### config.mk
export PLATFORM = sky130hd
export DESIGN_NAME = scan_controller
export DESIGN_NICKNAME = d
export VERILOG_FILES = /design/src/rtl/scan_controller.sv
export SDC_FILE = /design/constraint.sdc
export NUM_CORES = 1
export LEC_CHECK = 0
export ABC_CLOCK_PERIOD_IN_PS = 2000
export CORE_MARGIN = 4
export CORE_UTILIZATION = 45
export CTS_BUF_LIST = sky130_fd_sc_hd__clkbuf_8
export DETAILED_ROUTE_END_ITERATION = 10
export GPL_TIMING_DRIVEN = 0
export PLACE_DENSITY = 0.72
export SLEW_MARGIN = 20
export SYNTH_ARGS = -nofsm -noshare
export SYNTH_HDL_FRONTEND = slang
export SYNTH_SLANG_ARGS = --single-unit
### constraint.sdc
create_clock -name CLK -period 2 [get_ports CLK]
set_input_delay 0.4 -clock CLK [delete_from_list [all_inputs] [get_ports CLK]]
set_output_delay 0.4 -clock CLK [all_outputs]
set_load 0.005 [all_outputs]
### src/rtl/scan_controller.sv
// -----------------------------------------------------------------------------
// scan_controller
//
// Time-multiplexed driver for a 4-digit MM:SS display.
//
// Each digit owns a slot of GUARD_CYCLES + 8*STEP clock cycles, and the four
// slots make one frame. Every slot starts with a blanked guard interval,
// followed by a lit window of (brightness+1)*STEP cycles. After the lit
// window the digit stays dark until the slot ends.
//
// The digit values and the brightness are captured into shadow registers
// only at the frame boundary. This way one frame never shows a mix of old
// and new digits.
//
// Every output is decoded from registered state only. EN and LZS are
// therefore registered before use.
//
// Parameters
//   GUARD_CYCLES  blanked cycles at the start of every slot (>= 1)
//   STEP          cycles per brightness step
//
// Ports
//   CLK      in   clock, rising edge
//   RST      in   synchronous active-high reset
//   EN       in   display enable (low blanks the display, counters keep going)
//   LZS      in   leading-zero suppression for the two minutes digits
//   BRIGHT   in   [2:0] brightness level 0..7
//   D0..D3   in   [3:0] BCD digits, D0 = seconds ones ... D3 = minutes tens
//   DIG_SEL  out  [1:0] index of the slot being scanned
//   DIG_EN   out  [3:0] one-hot digit drive, zero while dark
//   BCD      out  [3:0] shadowed digit value for the current slot
//   BLANK    out  high whenever DIG_EN is all zero
//   FRAME    out  one-cycle pulse on the last cycle of slot 3
// -----------------------------------------------------------------------------
module scan_controller #(
    parameter int GUARD_CYCLES = 2,
    parameter int STEP         = 4
) (
    input  logic       CLK,
    input  logic       RST,
    input  logic       EN,
    input  logic       LZS,
    input  logic [2:0] BRIGHT,
    input  logic [3:0] D0,
    input  logic [3:0] D1,
    input  logic [3:0] D2,
    input  logic [3:0] D3,
    output logic [1:0] DIG_SEL,
    output logic [3:0] DIG_EN,
    output logic [3:0] BCD,
    output logic       BLANK,
    output logic       FRAME
);

    localparam int SLOT_LEN = GUARD_CYCLES + 8 * STEP;
    // SLOT_LEN is at least 9, so CW is always at least 4.
    localparam int CW       = $clog2(SLOT_LEN);

    // The end of the lit window can equal SLOT_LEN. That value does not
    // always fit in CW bits, so the window arithmetic uses one extra bit.
    typedef logic [CW:0] win_t;

    localparam logic [CW-1:0] CNT_LAST  = CW'(SLOT_LEN - 1);
    localparam win_t          GUARD_EXT = win_t'(GUARD_CYCLES);
    localparam win_t          STEP_EXT  = win_t'(STEP);

    // ------------------------------------------------------------------
    // State
    // ------------------------------------------------------------------
    logic [CW-1:0]   cnt_q,      cnt_d;
    logic [1:0]      idx_q,      idx_d;
    logic [3:0][3:0] shadow_q,   shadow_d;   // [n] holds digit n
    logic [2:0]      bright_s_q, bright_s_d;
    logic            en_r_q,     en_r_d;
    logic            lzs_r_q,    lzs_r_d;

    // ------------------------------------------------------------------
    // Slot / digit counters
    // ------------------------------------------------------------------
    logic cnt_wrap;
    logic frame_end;

    always_comb begin
        cnt_wrap  = (cnt_q == CNT_LAST);
        frame_end = cnt_wrap && (idx_q == 2'd3);

        cnt_d = cnt_q + 1'b1;
        idx_d = idx_q;
        if (cnt_wrap) begin
            cnt_d = '0;
            idx_d = idx_q + 2'd1;   // wraps 3 -> 0 naturally
        end
    end

    // ------------------------------------------------------------------
    // Shadow registers: load only on the edge that closes slot 3
    // ------------------------------------------------------------------
    always_comb begin
        shadow_d   = shadow_q;
        bright_s_d = bright_s_q;
        if (frame_end) begin
            shadow_d   = {D3, D2, D1, D0};
            bright_s_d = BRIGHT;
        end
    end

    // ------------------------------------------------------------------
    // Input retiming. Blanking from EN lands one cycle later. LZS is
    // registered too, so that no input reaches an output combinationally.
    // ------------------------------------------------------------------
    always_comb begin
        en_r_d  = EN;
        lzs_r_d = LZS;
    end

    // ------------------------------------------------------------------
    // State register
    // ------------------------------------------------------------------
    always_ff @(posedge CLK) begin
        if (RST) begin
            cnt_q      <= '0;
            idx_q      <= '0;
            shadow_q   <= '0;
            bright_s_q <= '0;
            en_r_q     <= 1'b0;
            lzs_r_q    <= 1'b0;
        end else begin
            cnt_q      <= cnt_d;
            idx_q      <= idx_d;
            shadow_q   <= shadow_d;
            bright_s_q <= bright_s_d;
            en_r_q     <= en_r_d;
            lzs_r_q    <= lzs_r_d;
        end
    end

    // ------------------------------------------------------------------
    // Output decode (registered state only)
    // ------------------------------------------------------------------
    logic supp3;
    logic supp2;
    logic supp_cur;
    win_t cnt_ext;
    win_t lit_end;
    logic in_window;
    logic lit;

    always_comb begin
        // Minutes-tens is suppressed when it is zero. Minutes-ones is
        // suppressed only when minutes-tens is suppressed as well.
        // The seconds digits are never suppressed.
        supp3 = lzs_r_q && (shadow_q[3] == 4'd0);
        supp2 = supp3 && (shadow_q[2] == 4'd0);

        supp_cur = 1'b0;
        case (idx_q)
            2'd3:    supp_cur = supp3;
            2'd2:    supp_cur = supp2;
            default: supp_cur = 1'b0;
        endcase

        // Lit window is [GUARD, GUARD + (BRIGHT_S+1)*STEP). At brightness 7
        // it reaches the end of the slot. The guard interval always
        // separates adjacent digits because it sits at the start of every
        // slot.
        cnt_ext   = win_t'(cnt_q);
        lit_end   = GUARD_EXT + (win_t'(bright_s_q) + win_t'(1)) * STEP_EXT;
        in_window = (cnt_ext >= GUARD_EXT) && (cnt_ext < lit_end);

        lit = en_r_q && !supp_cur && in_window;

        DIG_SEL = idx_q;
        DIG_EN  = lit ? (4'b0001 << idx_q) : 4'b0000;
        BLANK   = !lit;
        BCD     = shadow_q[idx_q];   // passed through even when dark or > 9
        FRAME   = frame_end;
    end

endmodule

-- After elaboration in Yosys (flattened, before gate mapping)
Cells that the tools add are included.
- flip-flop bits (word level): 29
- input port bits: 23
- output and inout bits: 12
- word-level logic and storage cells: 35
- add/sub/neg operators: 4
- $lt $le $gt $ge: 3
- equality and inequality tests: 3
- shifts and indexed selects: 1
- muxes and demuxes: 4
- reductions and logical operators: 11
- operators with widths (operator ; number):
    binary-select mux 4 bit (select 2 bit) ; 1
    logical NOT 4 bit ; 2
    2-to-1 mux 4 bit ; 2
    adder 2 x 6 -> 7 bit, first input constant ; 1
    < comparator 6 x 7 -> 1 bit ; 1
    adder 6 x 1 -> 6 bit, second input constant ; 1
    == test 6 bit, second input constant ; 1
    >= comparator 6 x 2 -> 1 bit, second input constant ; 1
    logical AND 1 bit ; 6
    adder 3 x 1 -> 4 bit, second input constant ; 1
    == test 2 bit, second input constant ; 2
    left shift 1 x 2 -> 4 bit, first input constant ; 1
    < comparator 2 x 3 -> 1 bit, second input constant ; 1
    adder 2 x 1 -> 2 bit, second input constant ; 1
    logical NOT 1 bit ; 2
    one-hot mux 1 bit (2 select lines) ; 1
    OR reduction 2 bit ; 1

-- Logic depth before layout (Yosys ltp)
- word-level depth: 8
- depth in mapped cells: 6
- depth with buffers taken out: 6

-- Least setup slack after synthesis
OpenSTA, ideal clock, no wires.
- path type: register -> output
- start: register bright_s_q[0]
- end: output DIG_EN[0]
- arrival time: 1.633 ns
- required time: 1.600 ns
- path slack: -0.033 ns
- stages on the path, launching flop included: 7
- path buffers: 0
- cells stage by stage: dfxtp_1 -> ha_1 -> xnor2_1 -> ha_1 -> a21oi_1 -> o22ai_1 -> a2111oi_0
- word-level cells in the longest chain between the ends: 6
- RTL lines (element ; line ; source):
    start, declared ; 73 ; logic [2:0] bright_s_q, bright_s_d;
    start signal, assigned ; 131 ; bright_s_q <= bright_s_d;
    adder 3 x 1 -> 4 bit ; 167 ; lit_end = GUARD_EXT + (win_t'(bright_s_q) + win_t'(1)) * STEP_EXT;
    adder 2 x 6 -> 7 bit ; 167 ;
    < comparator 6 x 7 -> 1 bit ; 168 ; in_window = (cnt_ext >= GUARD_EXT) && (cnt_ext < lit_end);
    logical AND 1 bit ; 168 ;
    logical AND 1 bit ; 170 ; lit = en_r_q && !supp_cur && in_window;
    2-to-1 mux 4 bit ; 173 ; DIG_EN = lit ? (4'b0001 << idx_q) : 4'b0000;
    end, declared ; 49 ; output logic [3:0] DIG_EN,
Every way passes these cells.

-- Worst setup path in the final report
- start: register bright_s_q[0]
- end: output DIG_EN[3]
The elaborated chain is that of the path after synthesis.

==> metrics.yaml <==
run_status:
  outcome: "finished, violations left"
  violations: "negative setup slack"
placed_design:
  port_buffers: 33
  dpl.hpwl_um: 2750
  gp_congestion: 0.737
  dp_cells: 250
  postPlaceCellArea_um2: 1990
power:
  seq_power_share: 0.491
  swShare: 0.245
  power_density_nw_per_um2: 527
  combPwrFrac: 0.138
  finalPower_mw: 1.20
  ir_worst_vdd_uv: 351
  power.internal_mw: 0.903
  p_leak_nw: 0.870
  p_sw_mw: 0.293
  p_clk_frac: 0.371
worst_setup_path:
  crit_fanout: 4
  cp-start-kind: "flop"
  required_ns: 1.60
  crit_type: "flop to primary output"
  worstPathArrival_ns: 2.13
  worst_setup_path_end_kind: "primary output"
  reg2reg_slack_ns: 0.24
  crit_start: "bright_s_q[0]"
  reg2reg_from: "cnt_q[4]"
synthesis:
  syn_nets: 206
  yosys.area_share.adder: 0.0935
  yosys_warnings: 0
  synth.area.mux_share: 0.143
  synth_top_family_by_area: "simple AND/OR/NAND/NOR gates"
  ys.flop_type: "dfxtp_1"
  synth_edf_count: 0
  synth_compound_area_frac: 0.0942
  ys_async_sr_fraction: 0
  ys_ff_latch: 29
  syn-cell-area_um2: 1610
  syn-instance-count: 171
  synth_top_area_cell: "dfxtp_1"
  synth_top_cell_area_share: 0.361
  synthXorXnorAreaFrac: 0.0218
  ys_types: 26
  avgSynthCellArea_um2: 9.39
  synthTopCellsByArea: "dfxtp_1 36%, nand2b_1 11%, ha_1 9.3%"
  synthSimpleGateAreaFrac: 0.216
  ys_seq_area_frac: 0.361
route:
  vias_per_cell: 5.37
  avgRoutedWirePerCell_um: 16.4
  drcViolationCount: 0
  drtIter0Drc: 45
  postRouteAntennaNets: 0
  via_count: 1422
  finalWirelength_um: 4350
  first_pass_iters: 4
floorplan:
  start_util: 0.474
  fp.dieH_um: 67.8
  core.rowCount: 21
  placeableCoreArea_um2: 3390
  die_w_um: 67.8
  pin_count: 35
  dieArea_um2: 4590
layout:
  final_area_um2: 2270
  drive_gt1_frac: 0.196
  n_fill_cell: 272
  nets: 253
  antenna_cells: 0
  stdcell_count: 265
  syn_to_final_growth_pct: 41.4
timing:
  hold_viol: 0
  tightest_slew_ns: 0.632
  final.min_clock_period_ns: 2.53
  skew_ns: 0.00510
  setup_violations: 6
  slew_viol_final: 0
  slew_headroom: 0.578
  finalCritPeriodShare: 1.27
  rsz0062_at_grt: "true"
  fin_ws_ns: -0.533
  fmax_mhz: 395
clock_tree:
  cts_htree_levels: 2
  cts_sinks: 29
  root_buffer: "clkbuf_8"
  clk_latency_ns: 0.28
  holdBufCountCts: 0
  path_clk_slew_ns: 0.06
  cts_buffer_depth: 2
  cts_tree: "built"
  cts_buffers: 5
grt:
  grt_pass1_wl_um: 7020
  overflow: 0
  grt_pass1_vias: 1531
  grt_max_degree: 11
  antenna_found_initial: 0
  globalRouteTotalUtil: 0.208
hold_path:
  min_path_type: "flop to flop"
  worstHoldStart: "shadow_q[1]"
flow_run:
  cap_violations: 0
## worst max-delay path: stages, from the launching register on
cell	delay [ns]
dfxtp_4	0.36
ha_4	0.17
xnor2_2	0.14
ha_1	0.32
a21oi_2	0.19
o22ai_4	0.12
buf_6	0.15
nor4b_4	0.24
buf_2	0.16
## cells in the final DEF (no fill, tap or decap), types with 2 or more instances in the layout
master and instances:
nand2_1 2, dfxtp_4 4, nor2_1 5, or3_1 9, buf_4 6, a2111oi_4 3, clkbuf_8 5, nor2b_1 3
nand3_1 4, clkbuf_1 5, xor2_1 2, clkdlybuf4s50_1 23, inv_1 18, buf_2 5, ha_1 10, nand2b_1 28
a21oi_1 9, buf_8 2, mux2i_1 14, dlygate4sd2_1 5, o21ai_0 8, dfxtp_1 24, buf_6 3, nor4_1 2
mux4_2 4
## sequential cells by signal (all words and copies together), names as in the netlist
signal      cells
shadow_q       16
cnt_q           6
bright_s_q      3
DIG_SEL         2
en_r_q          1
lzs_r_q         1
## cells by family after synthesis
group / after synthesis
AND/OR/NAND/NOR: 58
flip-flops: 29
AO/OA/AOI/OAI: 26
buffers and inverters: 24
multiplexers: 18
adder cells (fa/ha/maj): 12
XOR/XNOR: 4
## power groups by stage
| stage | sequential (mW) | clock (mW) | combinational, mW |
|---|---|---|---|
| after floorplan | 0.603 | 0 | 0.0599 |
| after detailed placement | 0.605 | 0 | 0.121 |
| final | 0.588 | 0.444 | 0.165 |
| after global placement | 0.605 | 0 | 0.116 |
| after CTS | 0.587 | 0.452 | 0.160 |
| after global routing | 0.589 | 0.478 | 0.177 |
## per-layer routing
layer	track usage	up-vias	part of all wire
li1	-	676	-
met1	0.228	698	0.39
met2	0.386	37	0.55
met3	0.0433	11	0.037
met4	0.0810	0	0.021
met5	0	-	0
## worst paths after layout
path,end,cells past startpoint
setup / recovery,DIG_EN[3],8
hold / removal,shadow_q[1],2
setup reg to reg,cnt_q[2],6
hold reg to reg,shadow_q[1],2
## per-stage QoR
step                 util  setup TNS (ns)  hold WS, ns  setup slack [ns]
floorplan               -          -0.100        0.445           -0.0333
global placement    0.588           -4.31        0.457            -0.787
detailed placement  0.588           -4.86        0.467            -0.986
CTS                 0.663           -2.17        0.480            -0.490
global route        0.670           -2.87        0.511            -0.594
finish              0.670           -2.55        0.473            -0.533
## cell type report
type	count	area, µm²	area share
Clock inverter	3	11.3	0.00496
Timing Repair Buffer	40	355	0.156
Inverter	15	56.3	0.0248
Tap cell	46	57.6	0.0253
Sequential cell	29	597	0.263
Buffer	9	71.3	0.0314
Clock buffer	5	68.8	0.0303
Multi-Input combinational cell	118	1050	0.464
## repair_timing
item | 4_1_cts | 5_1_grt
buffers inserted | 6 | 1
endpoints found under the setup margin | 10 | 10
resized for setup | 60 | 4
pin swaps | 14 | 3
## synthesized netlist by cell type (all sizes together) (2+ instances only)
| cell type | number |
|---|---|
| dfxtp | 29 |
| xor2 | 2 |
| ha | 12 |
| nand3 | 5 |
| mux2i | 14 |
| inv | 15 |
| nor2 | 6 |
| nand2 | 2 |
| nor4 | 2 |
| a2111oi | 3 |
| mux4 | 4 |
| a21oi | 10 |
| clkbuf | 6 |
| xnor2 | 2 |
| o21ai | 9 |
| nand2b | 28 |
| buf | 3 |
| or3 | 10 |
| nor2b | 3 |
Power figures use the tool's default switching activity.
